`src/rtl/cfu_cmd_sequencer_if.sv`:
```
// CFU command/response channel plus the 1-cycle-latency word read port used
// to fetch operands. The sequencer is the master; CFU and memory sit on slave.
interface cfu_cmd_sequencer_if #(
    parameter int ADDR_W = 16
);
    logic              mem_rd_en;
    logic [ADDR_W-1:0] mem_addr;
    logic [31:0]       mem_rdata;

    logic              cmd_valid;
    logic              cmd_ready;
    logic [9:0]        cmd_function_id;
    logic [31:0]       cmd_inputs_0;
    logic [31:0]       cmd_inputs_1;

    logic              rsp_valid;
    logic              rsp_ready;
    logic [31:0]       rsp_outputs_0;

    modport master (
        output mem_rd_en, mem_addr, cmd_valid, cmd_function_id,
               cmd_inputs_0, cmd_inputs_1, rsp_ready,
        input  mem_rdata, cmd_ready, rsp_valid, rsp_outputs_0
    );

    modport slave (
        input  mem_rd_en, mem_addr, cmd_valid, cmd_function_id,
               cmd_inputs_0, cmd_inputs_1, rsp_ready,
        output mem_rdata, cmd_ready, rsp_valid, rsp_outputs_0
    );
endinterface

```
`src/rtl/cfu_cmd_sequencer.sv`:
```
// Hardware initiator for the CFU: runs one inner-product job per start.
// Stream: RST, {SET 2i, STORE in-pair} x P, SET 0, {MAC flt-pair} x P, READ.
// One command in flight at a time; only the READ response is kept.
module cfu_cmd_sequencer #(
    parameter int ADDR_W    = 16,
    parameter int MAX_PAIRS = 82
) (
    input  logic              clk,
    input  logic              reset,
    input  logic              start,
    input  logic [7:0]        num_pairs,
    input  logic [ADDR_W-1:0] in_base,
    input  logic [ADDR_W-1:0] flt_base,
    input  logic              sel_buf,
    output logic              busy,
    output logic              done,
    output logic              err,
    output logic [31:0]       result,
    cfu_cmd_sequencer_if.master bus
);
    localparam logic [7:0] MAX_P = 8'(MAX_PAIRS);

    typedef enum logic [2:0] {IDLE, FETCH_LO, FETCH_HI, ISSUE, WAIT_RSP, DONE} state_t;
    typedef enum logic [2:0] {PH_RST, PH_SET, PH_STORE, PH_SET0, PH_MAC, PH_READ} phase_t;

    state_t            state, state_nxt;
    phase_t            phase, phase_nxt;
    logic [7:0]        idx, idx_nxt;
    logic [7:0]        npairs;
    logic [ADDR_W-1:0] in_r, flt_r;
    logic              sel_r;
    logic              err_r;
    logic [31:0]       lo_r, hi_r;
    logic              hi_fresh;

    logic [8:0]        offset;
    logic [ADDR_W-1:0] addr_lo;
    logic [31:0]       hi_now;
    logic [9:0]        fid;
    logic [31:0]       op0, op1;
    logic              last_pair;

    // Word offset 2i; addresses wrap modulo 2^ADDR_W.
    assign offset    = {idx, 1'b0};
    assign addr_lo   = ((phase == PH_MAC) ? flt_r : in_r) + ADDR_W'(offset);
    assign last_pair = (idx + 8'd1) == npairs;
    // The high word lands on mem_rdata during the first ISSUE cycle; forward it
    // then and hold the captured copy afterwards so the payload stays stable.
    assign hi_now    = hi_fresh ? bus.mem_rdata : hi_r;

    assign busy = (state != IDLE) && (state != DONE);
    assign done = (state == DONE);
    assign err  = (state == DONE) && err_r;

    // Command payload decode from the current phase.
    always_comb begin
        fid = '0;
        op0 = '0;
        op1 = '0;
        case (phase)
            PH_SET:   begin fid = {7'd0, 3'd1}; op0 = {23'd0, offset}; end
            PH_STORE: begin fid = {(sel_r ? 7'd4 : 7'd1), 3'd1}; op0 = lo_r; op1 = hi_now; end
            PH_SET0:  fid = {7'd0, 3'd1};
            PH_MAC:   begin fid = {7'd2, 3'd0}; op0 = lo_r; op1 = hi_now; end
            PH_READ:  fid = {(sel_r ? 7'd6 : 7'd3), 3'd1};
            default:  fid = '0;
        endcase
    end

    // State register, job parameters, operand capture and result latch.
    always_ff @(posedge clk) begin
        if (reset) begin
            state    <= IDLE;
            phase    <= PH_RST;
            idx      <= '0;
            npairs   <= '0;
            in_r     <= '0;
            flt_r    <= '0;
            sel_r    <= 1'b0;
            err_r    <= 1'b0;
            lo_r     <= '0;
            hi_r     <= '0;
            hi_fresh <= 1'b0;
            result   <= '0;
        end else begin
            state    <= state_nxt;
            phase    <= phase_nxt;
            idx      <= idx_nxt;
            hi_fresh <= (state == FETCH_HI);
            if (state == IDLE && start) begin
                npairs <= num_pairs;
                in_r   <= in_base;
                flt_r  <= flt_base;
                sel_r  <= sel_buf;
                err_r  <= num_pairs > MAX_P;
            end
            if (state == FETCH_HI)
                lo_r <= bus.mem_rdata;
            if (hi_fresh)
                hi_r <= bus.mem_rdata;
            if (state == WAIT_RSP && bus.rsp_valid && phase == PH_READ)
                result <= bus.rsp_outputs_0;
        end
    end

    // Next-state, phase sequencing and bus outputs.
    always_comb begin
        state_nxt           = state;
        phase_nxt           = phase;
        idx_nxt             = idx;
        bus.mem_rd_en       = 1'b0;
        bus.mem_addr        = '0;
        bus.cmd_valid       = 1'b0;
        bus.cmd_function_id = '0;
        bus.cmd_inputs_0    = '0;
        bus.cmd_inputs_1    = '0;
        bus.rsp_ready       = 1'b0;
        case (state)
            IDLE: begin
                if (start) begin
                    if (num_pairs > MAX_P) begin
                        state_nxt = DONE;
                    end else begin
                        state_nxt = ISSUE;
                        phase_nxt = PH_RST;
                        idx_nxt   = '0;
                    end
                end
            end
            FETCH_LO: begin
                bus.mem_rd_en = 1'b1;
                bus.mem_addr  = addr_lo;
                state_nxt     = FETCH_HI;
            end
            FETCH_HI: begin
                bus.mem_rd_en = 1'b1;
                bus.mem_addr  = addr_lo + ADDR_W'(1);
                state_nxt     = ISSUE;
            end
            ISSUE: begin
                bus.cmd_valid       = 1'b1;
                bus.cmd_function_id = fid;
                bus.cmd_inputs_0    = op0;
                bus.cmd_inputs_1    = op1;
                if (bus.cmd_ready)
                    state_nxt = WAIT_RSP;
            end
            WAIT_RSP: begin
                bus.rsp_ready = 1'b1;
                if (bus.rsp_valid) begin
                    state_nxt = ISSUE;
                    case (phase)
                        PH_RST:   phase_nxt = (npairs == 8'd0) ? PH_SET0 : PH_SET;
                        PH_SET: begin
                            phase_nxt = PH_STORE;
                            state_nxt = FETCH_LO;
                        end
                        PH_STORE: begin
                            if (last_pair) begin
                                phase_nxt = PH_SET0;
                                idx_nxt   = '0;
                            end else begin
                                phase_nxt = PH_SET;
                                idx_nxt   = idx + 8'd1;
                            end
                        end
                        PH_SET0: begin
                            if (npairs == 8'd0) begin
                                phase_nxt = PH_READ;
                            end else begin
                                phase_nxt = PH_MAC;
                                state_nxt = FETCH_LO;
                            end
                        end
                        PH_MAC: begin
                            if (last_pair) begin
                                phase_nxt = PH_READ;
                                idx_nxt   = '0;
                            end else begin
                                idx_nxt   = idx + 8'd1;
                                state_nxt = FETCH_LO;
                            end
                        end
                        default: state_nxt = DONE;
                    endcase
                end
            end
            DONE:    state_nxt = IDLE;
            default: state_nxt = IDLE;
        endcase
    end
endmodule

```
`src/flat_wrapper.sv`:
```
// flat-port wrapper written by rule: the top's interface ports become plain ports
module cfu_cmd_sequencer_flat 
#(
    parameter int ADDR_W    = 16,
    parameter int MAX_PAIRS = 82
)
  (clk, reset, start, num_pairs, in_base, flt_base, sel_buf, busy, done, err, result, bus_mem_rd_en, bus_mem_addr, bus_cmd_valid, bus_cmd_function_id, bus_cmd_inputs_0, bus_cmd_inputs_1, bus_rsp_ready, bus_mem_rdata, bus_cmd_ready, bus_rsp_valid, bus_rsp_outputs_0);
  cfu_cmd_sequencer_if #(.ADDR_W(ADDR_W)) bus_i ();
  input  logic clk;
  input  logic reset;
  input  logic start;
  input  logic [7:0] num_pairs;
  input  logic [ADDR_W-1:0] in_base;
  input  logic [ADDR_W-1:0] flt_base;
  input  logic sel_buf;
  output logic busy;
  output logic done;
  output logic err;
  output logic [31:0] result;
  output wire logic [$bits(bus_i.mem_rd_en)-1:0] bus_mem_rd_en;
  output wire logic [$bits(bus_i.mem_addr)-1:0] bus_mem_addr;
  output wire logic [$bits(bus_i.cmd_valid)-1:0] bus_cmd_valid;
  output wire logic [$bits(bus_i.cmd_function_id)-1:0] bus_cmd_function_id;
  output wire logic [$bits(bus_i.cmd_inputs_0)-1:0] bus_cmd_inputs_0;
  output wire logic [$bits(bus_i.cmd_inputs_1)-1:0] bus_cmd_inputs_1;
  output wire logic [$bits(bus_i.rsp_ready)-1:0] bus_rsp_ready;
  input wire logic [$bits(bus_i.mem_rdata)-1:0] bus_mem_rdata;
  input wire logic [$bits(bus_i.cmd_ready)-1:0] bus_cmd_ready;
  input wire logic [$bits(bus_i.rsp_valid)-1:0] bus_rsp_valid;
  input wire logic [$bits(bus_i.rsp_outputs_0)-1:0] bus_rsp_outputs_0;
  assign bus_mem_rd_en = bus_i.mem_rd_en;
  assign bus_mem_addr = bus_i.mem_addr;
  assign bus_cmd_valid = bus_i.cmd_valid;
  assign bus_cmd_function_id = bus_i.cmd_function_id;
  assign bus_cmd_inputs_0 = bus_i.cmd_inputs_0;
  assign bus_cmd_inputs_1 = bus_i.cmd_inputs_1;
  assign bus_rsp_ready = bus_i.rsp_ready;
  assign bus_i.mem_rdata = bus_mem_rdata;
  assign bus_i.cmd_ready = bus_cmd_ready;
  assign bus_i.rsp_valid = bus_rsp_valid;
  assign bus_i.rsp_outputs_0 = bus_rsp_outputs_0;
  cfu_cmd_sequencer #(.ADDR_W(ADDR_W), .MAX_PAIRS(MAX_PAIRS)) u_core (.clk(clk), .reset(reset), .start(start), .num_pairs(num_pairs), .in_base(in_base), .flt_base(flt_base), .sel_buf(sel_buf), .busy(busy), .done(done), .err(err), .result(result), .bus(bus_i));
endmodule
```
`config.mk`:
```
export PLATFORM = sky130hd
export DESIGN_NAME = cfu_cmd_sequencer_flat
export DESIGN_NICKNAME = d
export VERILOG_FILES = /design/src/rtl/cfu_cmd_sequencer_if.sv /design/src/rtl/cfu_cmd_sequencer.sv /design/src/flat_wrapper.sv
export SDC_FILE = /design/constraint.sdc
export NUM_CORES = 1
export LEC_CHECK = 0
export ABC_AREA = 1
export CAP_MARGIN = 40
export CORE_AREA = 3 3 213 111
export DETAILED_ROUTE_END_ITERATION = 7
export DIE_AREA = 0 0 216 114
export PLACE_DENSITY = 0.72
export SYNTH_ARGS = -nofsm -noshare
export SYNTH_HDL_FRONTEND = slang
export SYNTH_SLANG_ARGS = --single-unit
```
`constraint.sdc`:
```
create_clock -name clk -period 10.85 [get_ports clk]
set_clock_uncertainty 0.05 [all_clocks]
set_input_delay 1.6275 -clock clk [delete_from_list [all_inputs] [get_ports clk]]
set_output_delay 1.6275 -clock clk [all_outputs]
set_load 0.01 [all_outputs]
```
=== Yosys cells after proc, flatten, opt, wreduce, memory -nomap -nowiden ===
Index checks and enable logic that the tools add are counted.

* Register bits after elaboration: 153
* Word-level logic and storage cells: 87

* Add/subtract/negate cells: 3
* Magnitude comparators: 1
* Equal/unequal tests: 19
* Muxes and demuxes: 35
* Reduce and logical (&&, ||, !) cells: 17

{| class="wikitable"
|+ Operators by type and width
! kind !! count
|-
| 32-bit two-way mux || 4
|-
| 32-bit one-hot mux with 2 select lines || 1
|-
| 8-bit two-way mux || 5
|-
| 10-bit one-hot mux with 4 select lines || 1
|-
| 16-bit one-hot mux with 2 select lines || 1
|-
| 3-bit two-way mux || 10
|-
| 3-bit one-hot mux with 5 select lines || 2
|-
| 16-bit by 1-bit adder with 16-bit output, second input constant || 1
|-
| 16-bit by 9-bit adder with 16-bit output || 1
|-
| 16-bit two-way mux || 1
|-
| 8-bit one-hot mux with 2 select lines || 1
|-
| 3-bit by 2-bit == test with 1-bit output, second input constant || 4
|-
| 3-bit == test, second input constant || 4
|-
| 3-bit one-hot mux with 4 select lines || 1
|-
| 10-bit two-way mux || 1
|-
| 2-bit != test, second input constant || 5
|-
| 8-bit by 1-bit adder with 8-bit output, second input constant || 1
|-
| 8-bit == test || 1
|-
| 8-bit by 7-bit > comparator with 1-bit output, second input constant || 1
|-
| 8-bit logical NOT || 1
|-
| 2-bit OR reduction || 4
|-
| 3-bit by 1-bit == test with 1-bit output, second input constant || 2
|-
| 3-bit logical NOT || 2
|-
| 6-bit by 5-bit != test with 1-bit output, second input constant || 1
|-
| 11 further kinds || 19
|}

=== Logic depth before layout (Yosys ltp) ===
* Word-level depth: 6
* Gate-level depth with buffers: 23
* Gate-level depth less buffers: 20

=== Worst setup path after synthesis ===
No wires, ideal clock.

* Path type: flip-flop to output port
* Start: reg u_core.phase[0]
* End: out bus_mem_addr[14]
* Arrival time: 2974 ps
* Slack: 6199 ps
* Cell stages (with the launch flop): 22
* Path buffers: 3
* Cells stage by stage: dfxtp_1 > nor2_4 > nand2_2 > buf_6 > buf_2 > clkbuf_1 > o21ai_0 > ha_1 > fa_1 > nand3_1 > nand2_1 > nand2_1 > nand2_1 > nand2_2 > nand2_1 > inv_1 > nand3_2 > nor2_2 > nand2_1 > o21ai_1 > nand2_1 > inv_1

* Cells in the longest elaborated chain, start to end: 5

{| class="wikitable"
|+ Ends and longest elaborated chain
! element !! line !! RTL
|-
| start: declaration || cfu_cmd_sequencer.sv:27 || <nowiki>phase_t phase, phase_nxt;</nowiki>
|-
| start signal: assignment || cfu_cmd_sequencer.sv:87 || <nowiki>phase <= phase_nxt;</nowiki>
|-
| 3-bit == test (*) || cfu_cmd_sequencer.sv:45 || <nowiki>assign addr_lo = ((phase == PH_MAC) ? flt_r : in_r) + ADDR_W'(offset);</nowiki>
|-
| 16-bit two-way mux (*) || cfu_cmd_sequencer.sv:45 ||
|-
| 16-bit by 9-bit adder with 16-bit output (*) || cfu_cmd_sequencer.sv:45 ||
|-
| 16-bit by 1-bit adder with 16-bit output || cfu_cmd_sequencer.sv:137 || <nowiki>bus.mem_addr = addr_lo + ADDR_W'(1);</nowiki>
|-
| 16-bit one-hot mux with 2 select lines (*) || cfu_cmd_sequencer.sv:118 || <nowiki>case (state)</nowiki>
|-
| end: declaration || flat_wrapper.sv:21 || <nowiki>output wire logic [$bits(bus_i.mem_addr)-1:0] bus_mem_addr;</nowiki>
|}

Every way passes the cells marked *; elsewhere a longest branch is shown, timed or not.

=== Worst setup path in the final report ===
Ends and elaborated chain as after synthesis.

==> PnR_summary.wiki <==
{| class="wikitable"
! Metric !! Value
|-
| Outcome || completed
|-
| Placed wire-length estimate || 17460 um
|-
| Number of buffers inserted to repair setup after CTS || 0
|-
| Fin crit share || 0.5447
|-
| Share of synthesized area occupied by flip-flops and latches || 0.4012
|-
| Hold slack || 0.3977 ns
|-
| Die area || 0.02462 sq mm
|-
| Synthesis Warnings || 0
|-
| Number of antenna violations at the first check in global routing || 0
|-
| Initial standard-cell utilization of the core || 0.3521
|-
| Startpoint of the worst register-to-register path || u_core.state[0]
|-
| Clock tree root buffer cell || sky130_fd_sc_hd__clkbuf_16
|-
| Fill cell total of the finished layout || 2107
|-
| Pin slew with the least headroom to its limit || 0.6916 ns
|-
| Netlist area before placement || 0.007635 sq mm
|-
| Synth top area share || 0.4012
|-
| Gate Count Post-Synth || 1097
|-
| Leading post-synthesis cells by instance count || sky130_fd_sc_hd__nor2_1, sky130_fd_sc_hd__nand2_1, sky130_fd_sc_hd__dfxtp_1
|-
| # rows || 38
|-
| P&R area growth vs syn || 40.97%
|-
| Design Power || 2.276 mW
|-
| Maximum operating frequency || 169.2 MHz
|-
| Routability congestion estimate || 0.9076
|-
| Wire length per cell after detailed routing || 14.58 um
|-
| Overflow left after global routing || 0
|-
| Share of flip-flops with an asynchronous set or reset after synthesis || 0
|-
| 1st-iter DRT viols || 421
|-
| Setup TNS || 0 ns
|-
| Cell types with the largest area share after synthesis || sky130_fd_sc_hd__dfxtp_1, sky130_fd_sc_hd__nor2_1, sky130_fd_sc_hd__nand2_1, sky130_fd_sc_hd__o21ai_0, sky130_fd_sc_hd__a21oi_1
|-
| TritonCTS clock tree || yes
|-
| Via count || 7635
|-
| Cts bufs inserted || 17
|-
| Drt pass-1 iters || 5
|-
| Total of cells resized after clock tree synthesis || 0
|-
| Final hold violation count || 0
|-
| Depth of the CTS H-tree || 4
|-
| Required time worst endpoint || 9.17 ns
|-
| Number of buffers added to fix hold violations after cts || 0
|-
| PwrDens || 211.5 mW/mm^2
|-
| Count of input and output buffers || 231
|-
| Detail Route Antenna Nets || 0
|-
| Number of top-level pins || 238
|-
| Number of nets at the end of the flow || 1421
|-
| Bufs on Longest Clock Path || 2
|-
| Hold Startpoint || u_core.flt_r[7]
|-
| Maximum VDD drop || 130.4 uV
|-
| Launching element type of the critical path || flop
|-
| Die H || 114 um
|-
| Crit-path max FO || 29
|-
| Diode insertion count for antenna repair || 0
|-
| Global-route wire length before repair || 37160 um
|-
| Mean instance size in the synthesized netlist || 6.960 sq um
|-
| Number of synthesized flops with an enable pin || 0
|-
| DRC errors left || 0
|-
| Total length of routed wires || 23440 um
|-
| Distinct cells, synth || 42
|-
| Library cell with the highest instance count after synthesis || sky130_fd_sc_hd__nor2_1
|-
| Horiz. Die Dim || 216 um
|-
| Unrepaired setup endpoints after global routing || false
|-
| # setup viols final || 0
|-
| Clock-pin slew on the worst setup and hold paths || 0.06 ns
|-
| Tmin final || 5.910 ns
|-
| Leak || 4.138 nW
|-
| Largest net degree at the start of global routing || 66
|-
| Core Region || 0.02168 sq mm
|-
| Kind of path behind the tightest hold check || reg2reg
|-
| Detailed-route vias per instance || 4.748
|-
| Number of max-capacitance violations reported || 0
|-
| Dominant register cell in the synthesized netlist || sky130_fd_sc_hd__dfxtp_1
|-
| Fin. max-slew vios || 0
|-
| Fraction of final layout cells sized beyond drive strength 1 || 0.05810
|-
| Max_slew headroom || 0.5384
|-
| Library cell with the largest summed area after synthesis || sky130_fd_sc_hd__dfxtp_1
|-
| Endpoint kind of the worst setup timing path || output port
|-
| Critical Path Source || u_core.phase[0]
|-
| FF+latch count, synth || 153
|-
| Total Routing Usage GR || 0.1871
|-
| Crit path DAT || 4.23 ns
|-
| Vias in the first global route || 7273
|-
| Num Clock Sinks || 153
|-
| Skew-Pair Late Insertion Delay || 0.43 ns
|-
| Worst Setup Path Type || reg2out
|}
[per-layer routing]
layer  vias up  track usage  part of all wire
met4         0      0.05417             0.017
li1       3907            -                 -
met5         -            0                 0
met2       148       0.3415              0.51
met1      3548       0.2207              0.43
met3        32      0.04525             0.038
[stage by stage]
step | utilization | instance area (sq um) | setup slack [ns] | instances
after global routing | 0.4964 | 10760 | 4.523 | 1608
after CTS | 0.4964 | 10760 | 4.923 | 1608
after global placement | 0.4659 | 10100 | 5.587 | 1575
after detailed placement | 0.4699 | 10190 | 5.454 | 1579
after floorplan | - | 7654 | 6.199 | 1102
final | 0.4964 | 10760 | 4.940 | 1608
[critical path, stage by stage (launching register included)]
cell                              delay (ns)
sky130_fd_sc_hd__dfxtp_1                0.36
sky130_fd_sc_hd__nor2_4                 0.23
sky130_fd_sc_hd__nand2_2                0.36
sky130_fd_sc_hd__o21ai_0                0.50
sky130_fd_sc_hd__ha_1                   0.32
sky130_fd_sc_hd__nand3_1                0.12
sky130_fd_sc_hd__nand3_1                0.12
sky130_fd_sc_hd__nand2_1                0.08
sky130_fd_sc_hd__nand2_1                0.14
sky130_fd_sc_hd__nand2_1                0.15
sky130_fd_sc_hd__nand2_2                0.09
sky130_fd_sc_hd__nand2_1                0.11
sky130_fd_sc_hd__nand3_2                0.16
sky130_fd_sc_hd__nor2_2                 0.18
sky130_fd_sc_hd__nand2_1                0.11
sky130_fd_sc_hd__o21ai_1                0.13
sky130_fd_sc_hd__nand2_1                0.07
sky130_fd_sc_hd__inv_1                  0.05
sky130_fd_sc_hd__clkdlybuf4s50_1        0.53
[sequential cells by signal, summed over array words and instances (netlist names), 8 cells and up]
signal         cells
u_core.hi_r       32
u_core.lo_r       32
u_core.result     32
u_core.flt_r      16
u_core.in_r       16
u_core.idx         8
u_core.npairs      8
[layout make-up]
cell class                 instances  area, sq um  area share
clock inverter                     7        120.1     0.01116
multi-input combinational        774         3896      0.3620
sequential                       153         3064      0.2847
inverter                         112        420.4     0.03906
timing repair buffer             240         2432      0.2260
tap                              300        375.4     0.03488
clock buffer                      22        454.2     0.04220
[cell usage in the layout, fill, tap and decap left out, drive strengths merged]
| cell type | n |
|---|---|
| clkdlybuf4s50 | 230 |
| nor2 | 214 |
| nand2 | 202 |
| dfxtp | 153 |
| o21ai | 126 |
| inv | 113 |
| a21oi | 96 |
| nand3 | 44 |
| mux2i | 32 |
| clkbuf | 22 |
| ha | 12 |
| nand4 | 10 |
| buf | 10 |
| conb | 6 |
| nor3 | 6 |
| xor2 | 5 |
| o22ai | 4 |
| o21bai | 4 |
| bufinv | 3 |
| nand3b | 2 |
| nor3b | 2 |
| xnor2 | 2 |
| clkinv | 2 |
| or2 | 1 |
| a32o | 1 |
| a22o | 1 |
| a21o | 1 |
| xnor3 | 1 |
| o311ai | 1 |
| fa | 1 |
| clkinvlp | 1 |
[power by group]
part | leakage (nW) | total, mW | switching (mW) | internal, mW
Clock | 0.277 | 0.595 | 0.230 | 0.364
Combinational | 2.61 | 0.898 | 0.560 | 0.338
Sequential | 1.25 | 0.783 | 0.0929 | 0.690
[final timing paths]
check	cells after the start	slack [ns]	endpoint
hold / removal	2	0.40	u_core.flt_r[7]
setup reg to reg	10	8.46	u_core.idx[5]
setup / recovery	18	4.94	bus_mem_addr[14]
hold reg to reg	2	0.40	u_core.flt_r[7]
[kinds of logic (layout without fill, tap and decap cells)]
| family | after synthesis | in the layout | synth area share |
|---|---|---|---|
| AOI/OAI and AO/OA | 234 | 234 | 0.1583 |
| xor gates and xnor gates | 8 | 8 | 0.01344 |
| adders and majority gates | 13 | 13 | 0.02229 |
| buffers and inverters | 175 | 381 | 0.09194 |
| DFF | 153 | 153 | 0.4012 |
| muxes | 32 | 32 | 0.04195 |
| other | 1 | 6 | 0.0004912 |
| and+or+nand+nor | 481 | 481 | 0.2704 |
(Power assumes the default switching activity.)
